`src/rtl/irom_arb.sv`:
```
// Arbiter/sequencer sharing a 1-cycle-latency ROM between IFU fetch and LSU reads.
// Optional perf counters (ConflictCount, SpillCount) are enabled with IROM_ARB_PERF_EN.
module irom_arb #(
    parameter int unsigned XLEN       = 64,
    parameter int unsigned ADDR_WIDTH = 10,
    parameter int unsigned STARVE_MAX = 4
) (
    input  logic                  clk,
    input  logic                  reset,
    input  logic                  IFUReq,
    input  logic [XLEN-1:0]       IFUAdr,
    output logic                  IFUReady,
    output logic                  IFUValid,
    output logic [31:0]           IFURData,
    input  logic                  LSUReq,
    input  logic [XLEN-1:0]       LSUAdr,
    output logic                  LSUReady,
    output logic                  LSUValid,
    output logic [XLEN-1:0]       LSURData,
    output logic                  ROMce,
    output logic [ADDR_WIDTH-1:0] ROMAdr,
    input  logic [XLEN-1:0]       ROMDout
`ifdef IROM_ARB_PERF_EN
    ,
    output logic [31:0]           ConflictCount,
    output logic [31:0]           SpillCount
`endif
);

    localparam int unsigned OFF = $clog2(XLEN / 8);
    localparam int unsigned HB  = OFF - 1;

    typedef enum logic [0:0] {StIdle, StSpill} state_e;

    state_e                state_q, state_d;
    logic [3:0]            starve_q, starve_d;
    logic [ADDR_WIDTH-1:0] adr_q, adr_d;
    logic                  rsp_q, rsp_d;
    logic                  own_ifu_q, own_ifu_d;
    logic [HB-1:0]         h_q, h_d;
    logic                  spill_q, spill_d;
    logic                  merge_q, merge_d;
    logic [15:0]           hi_q, hi_d;

    logic [ADDR_WIDTH-1:0] ifu_wadr, lsu_wadr;
    logic [HB-1:0]         ifu_h;
    logic                  straddle, ifu_win, lsu_win;
    logic [XLEN+15:0]      ext_word;

    assign ifu_wadr = IFUAdr[ADDR_WIDTH+OFF-1:OFF];
    assign lsu_wadr = LSUAdr[ADDR_WIDTH+OFF-1:OFF];
    assign ifu_h    = IFUAdr[OFF-1:1];
    assign straddle = &ifu_h;
    assign ifu_win  = IFUReq && (!LSUReq || (starve_q == 4'(STARVE_MAX)));
    assign lsu_win  = LSUReq && !ifu_win;
    // Zero pad lets the top halfword index select a 32-bit field without going out of range.
    assign ext_word = {16'h0000, ROMDout};

    always_comb begin
        state_d   = state_q;
        starve_d  = starve_q;
        rsp_d     = 1'b0;
        own_ifu_d = own_ifu_q;
        h_d       = h_q;
        spill_d   = 1'b0;
        merge_d   = 1'b0;
        hi_d      = hi_q;
        IFUReady  = 1'b0;
        LSUReady  = 1'b0;
        ROMce     = 1'b0;
        ROMAdr    = adr_q;
        unique case (state_q)
            StIdle: begin
                IFUReady  = ifu_win;
                LSUReady  = lsu_win;
                ROMce     = ifu_win || lsu_win;
                if (ifu_win) begin
                    ROMAdr = ifu_wadr;
                end else if (lsu_win) begin
                    ROMAdr = lsu_wadr;
                end
                rsp_d     = ifu_win || lsu_win;
                own_ifu_d = ifu_win;
                h_d       = ifu_h;
                spill_d   = ifu_win && straddle;
                if (spill_d) begin
                    state_d = StSpill;
                end
                if (!IFUReq || ifu_win) begin
                    starve_d = 4'd0;
                end else begin
                    starve_d = starve_q + 4'd1;
                end
            end
            StSpill: begin
                ROMce   = 1'b1;
                ROMAdr  = adr_q + ADDR_WIDTH'(1);
                hi_d    = ROMDout[XLEN-1 -: 16];
                merge_d = 1'b1;
                state_d = StIdle;
            end
            default: state_d = StIdle;
        endcase
        adr_d = ROMAdr;
        if (reset) begin
            IFUReady = 1'b0;
            LSUReady = 1'b0;
            ROMce    = 1'b0;
            ROMAdr   = '0;
        end
    end

    always_comb begin
        IFUValid  = !reset && ((rsp_q && own_ifu_q && !spill_q) || merge_q);
        LSUValid  = !reset && rsp_q && !own_ifu_q;
        IFURData  = 32'h0;
        LSURData  = '0;
        if (IFUValid) begin
            IFURData = merge_q ? {ROMDout[15:0], hi_q} : ext_word[{h_q, 4'b0000} +: 32];
        end
        if (LSUValid) begin
            LSURData = ROMDout;
        end
    end

    always_ff @(posedge clk) begin
        if (reset) begin
            state_q   <= StIdle;
            starve_q  <= 4'd0;
            adr_q     <= '0;
            rsp_q     <= 1'b0;
            own_ifu_q <= 1'b0;
            h_q       <= '0;
            spill_q   <= 1'b0;
            merge_q   <= 1'b0;
            hi_q      <= 16'h0000;
        end else begin
            state_q   <= state_d;
            starve_q  <= starve_d;
            adr_q     <= adr_d;
            rsp_q     <= rsp_d;
            own_ifu_q <= own_ifu_d;
            h_q       <= h_d;
            spill_q   <= spill_d;
            merge_q   <= merge_d;
            hi_q      <= hi_d;
        end
    end

`ifdef IROM_ARB_PERF_EN
    logic [31:0] conflict_q, spill_cnt_q;

    always_ff @(posedge clk) begin
        if (reset) begin
            conflict_q  <= 32'h0;
            spill_cnt_q <= 32'h0;
        end else begin
            if ((state_q == StIdle) && IFUReq && LSUReq && (conflict_q != 32'hFFFF_FFFF)) begin
                conflict_q <= conflict_q + 32'h1;
            end
            if (spill_d && (spill_cnt_q != 32'hFFFF_FFFF)) begin
                spill_cnt_q <= spill_cnt_q + 32'h1;
            end
        end
    end

    assign ConflictCount = conflict_q;
    assign SpillCount    = spill_cnt_q;
`endif

    logic unused_adr_bits;
    assign unused_adr_bits = ^{IFUAdr[XLEN-1:ADDR_WIDTH+OFF], IFUAdr[0],
                               LSUAdr[XLEN-1:ADDR_WIDTH+OFF], LSUAdr[OFF-1:0]};

endmodule

```
`config.mk`:
```
export PLATFORM = sky130hd
export DESIGN_NAME = irom_arb
export DESIGN_NICKNAME = d
export VERILOG_FILES = /design/src/rtl/irom_arb.sv
export SDC_FILE = /design/constraint.sdc
export NUM_CORES = 1
export LEC_CHECK = 0
export ABC_AREA = 1
export CAP_MARGIN = 10
export CORE_AREA = 4 4 116 118
export DETAILED_ROUTE_END_ITERATION = 6
export DIE_AREA = 0 0 120 122
export GPL_TIMING_DRIVEN = 0
export PLACE_DENSITY_LB_ADDON = 0.25
export REMOVE_ABC_BUFFERS = 1
export SYNTH_ARGS = -nofsm -noshare
export SYNTH_HDL_FRONTEND = slang
export SYNTH_SLANG_ARGS = --single-unit
```
`constraint.sdc`:
```
create_clock -name clk -period 3.95 [get_ports clk]
set_input_delay 0.395 -clock clk [delete_from_list [all_inputs] [get_ports clk]]
set_output_delay 0.395 -clock clk [all_outputs]
set_load 0.03 [all_outputs]
```
==> metrics.md <==
| Metric | Value |
|---|---|
| Status | completed |
| Die height | 122 um |
| Initial antenna violation count | 0 |
| Post-CTS Hold Fix Bufs | 0 |
| Worst Max-Slew Pin Slew | 0.930 ns |
| CP Max Fanout | 41 |
| Routability cong. | 0.926 |
| Post-Route Skew | 0.00409 ns |
| Achievable Freq | 0.280 GHz |
| Drt wl/cell | 15.8 um |
| Pre-CTS setup slack | 0.0821 ns |
| Setup repair bufs after CTS | 0 |
| Unrepaired setup endpoints after global routing | false |
| Initial Util | 27.7% |
| CTS root buf | clkbuf_16 |
| Reg2Reg Setup Slack | 2.15 ns |
| Global-route wire length before repair | 23.5 mm |
| Routed WL | 15.2 mm |
| Crit Path Class | input port to output port |
| Yosys warnings | 0 |
| Period utilization | 90.5% |
| Startpoint types | input port |
| Reg area | 723 um2 |
| Setup TNS | 0 ns |
| Port buffer count | 200 |
| Yosys cell types | 32 |
| CTS buffer count | 5 |
| CP arrival | 3.18 ns |
| Final core utilization | 45.2% |
| Clock sinks | 36 |
| H-tree depth | 2 |
| Post-layout min period | 3.58 ns |
| Filler cells | 1324 |
| DR vias/cell | 4.83 |
| DR vias | 4634 |
| Syn Area/Cell | 5.59 um2 |
| Final setup margin | 0.375 ns |
| Pwr per Cell Area | 235 mW/mm2 |
| #FFs+latches synth | 36 |
| Worst vdd ir | 0.144 mV |
| Mapped Area | 0.00345 mm2 |
| CP endpoint kind | output port |
| Total GRT Usage | 20.0% |
| Worst-Skew Late Latency | 0.28 ns |
| Leak | 2.33 nW |
| Cells after Synth | 618 |
| Largest net degree at the start of global routing | 51 |
| Setup-failing EPs final | 0 |
| Final Hold Vio Count | 0 |
| Final max-slew violation count | 0 |
| ANT cells | 0 |
| ANT nets after route | 0 |
| Die area | 0.0146 mm2 |
| Row count | 41 |
| IO Count | 307 |
| First-pass iteration count of the detailed router | 5 |
| # resized after CTS | 2 |
| Clock transition at path regs | 0.06 ns |
| Synth-to-layout area growth | 63.0% |
| DRT iter0 DRCs | 281 |
| Number of remaining DRC errors | 0 |
| Number of global-route vias before repair | 4458 |
| Nets | 986 |
| Multi-input logic area | 0.00212 mm2 |
| Core ar. | 0.0125 mm2 |
| Final HPWL DP | 10.9 mm |
| Max cap viols | 0 |
| TritonCTS clock tree | done |
| Clock buffer depth | 2 |
| Remaining global-route overflow | 0 |
| Worst path required time | 3.56 ns |
| Seq/Total Area, Yosys | 20.9% |
| Die X | 120 um |
| Ratio of cells with drive above 1 in the final layout | 4.19% |
| Relative slew margins | 37.9% |
| Min-Delay Path Class | flop to flop |
metal layers:
| metal | vias up | part of all wire, % | global-route usage (%) |
|---|---|---|---|
| li1 | 2343 | - | - |
| met1 | 2045 | 45 | 25.8 |
| met2 | 231 | 44 | 32.7 |
| met3 | 15 | 10 | 6.92 |
| met4 | 0 | 1.1 | 3.94 |
| met5 | - | 0 | 0 |
synthesized netlist by cell type:
library cell / count / area share, %
a21oi_4: 1 / 0.47
nand3b_1: 1 / 0.22
clkbuf_2: 1 / 0.14
o21ai_1: 39 / 5.7
a211oi_1: 1 / 0.22
buf_4: 3 / 0.65
nand4_1: 1 / 0.18
and3_1: 1 / 0.18
nor2_1: 126 / 14
nor4_1: 1 / 0.18
nand2_1: 80 / 8.7
nand3_4: 1 / 0.51
nand3_2: 2 / 0.58
buf_6: 11 / 3.6
a21oi_1: 71 / 10
o22ai_1: 6 / 1.1
inv_2: 4 / 0.43
or2_2: 2 / 0.36
inv_1: 84 / 9.1
o21ai_0: 84 / 12
buf_1: 1 / 0.11
nand3_1: 21 / 3.0
ha_1: 3 / 1.1
nor2_4: 1 / 0.33
nand2_4: 3 / 0.98
o211ai_2: 2 / 0.72
buf_2: 18 / 2.6
dfxtp_1: 36 / 21
a31oi_1: 1 / 0.18
clkbuf_1: 7 / 0.76
inv_4: 4 / 0.72
nand2_2: 1 / 0.18
state kept, by name, summed over array words and instances, names as in the netlist:
signal / cells
hi_q: 16
starve_q: 4
rsp_q: 1
merge_q: 1
h_q: 2
own_ifu_q: 1
state_q: 1
adr_q: 10
cell type report:
class / instances / share of cell area (%)
inverters: 92 / 6.31
clock inverters: 2 / 0.622
clock buffers: 6 / 2.29
flip-flops and latches: 36 / 12.8
well taps: 172 / 3.82
repair buffers: 202 / 36.4
multi-input cells: 450 / 37.7
final timing paths:
check / from / to / cells after the start
worst max register to register: h_q[1] / h_q[1] / 2
worst max-delay path: reset / LSURData[24] / 6
worst min-delay path: hi_q[1] / hi_q[1] / 2
worst min register to register: hi_q[1] / hi_q[1] / 2
per-stage QoR:
step | power, mW | std cells | instance area (um2) | hold slack [ns]
after floorplan | 0.639 | 577 | 3180 | 0.429
after global placement | 0.871 | 949 | 5400 | 0.439
after detailed placement | 0.878 | 951 | 5450 | 0.445
after CTS | 1.34 | 960 | 5630 | 0.457
after global routing | 1.40 | 960 | 5630 | 0.477
final | 1.33 | 960 | 5630 | 0.455
cells by family (layout without fill, tap and decap cells):
logic type               Yosys count  count (layout)  share of synthesized area [%]
AO/OA/AOI/OAI                    205             206                           30.8
flip-flops                        36              36                           20.9
buffers and inverters            133             302                           18.1
AND/OR/NAND/NOR                  241             241                           29.1
adder cells (fa/ha/maj)            3               3                           1.09
worst max-delay path, cell delays in order:
cell and delay (ns):
clkdlybuf4s50_1 0.72, inv_4 0.26, nand3_2 0.44, buf_12 0.35
nor2_1 0.24, clkdlybuf4s50_1 0.73
placed cells by master, fill, tap and decap left out, types with 4 or more instances in the layout:
master,instances
clkbuf_16,5
inv_1,84
o22ai_1,6
o21ai_1,39
dfxtp_1,34
clkdlybuf4s50_1,200
o21ai_0,84
a21oi_1,71
nand2_1,80
inv_4,4
inv_2,4
nand3_1,21
nor2_1,126
power by group:
part / internal (mW) / total, mW / leakage [nW] / switching, mW
clock network: 0.297 / 0.451 / 0.0808 / 0.154
registers: 0.378 / 0.400 / 0.295 / 0.0222
logic: 0.209 / 0.474 / 1.95 / 0.265
No activity file was read; power rests on OpenSTA's default activity.
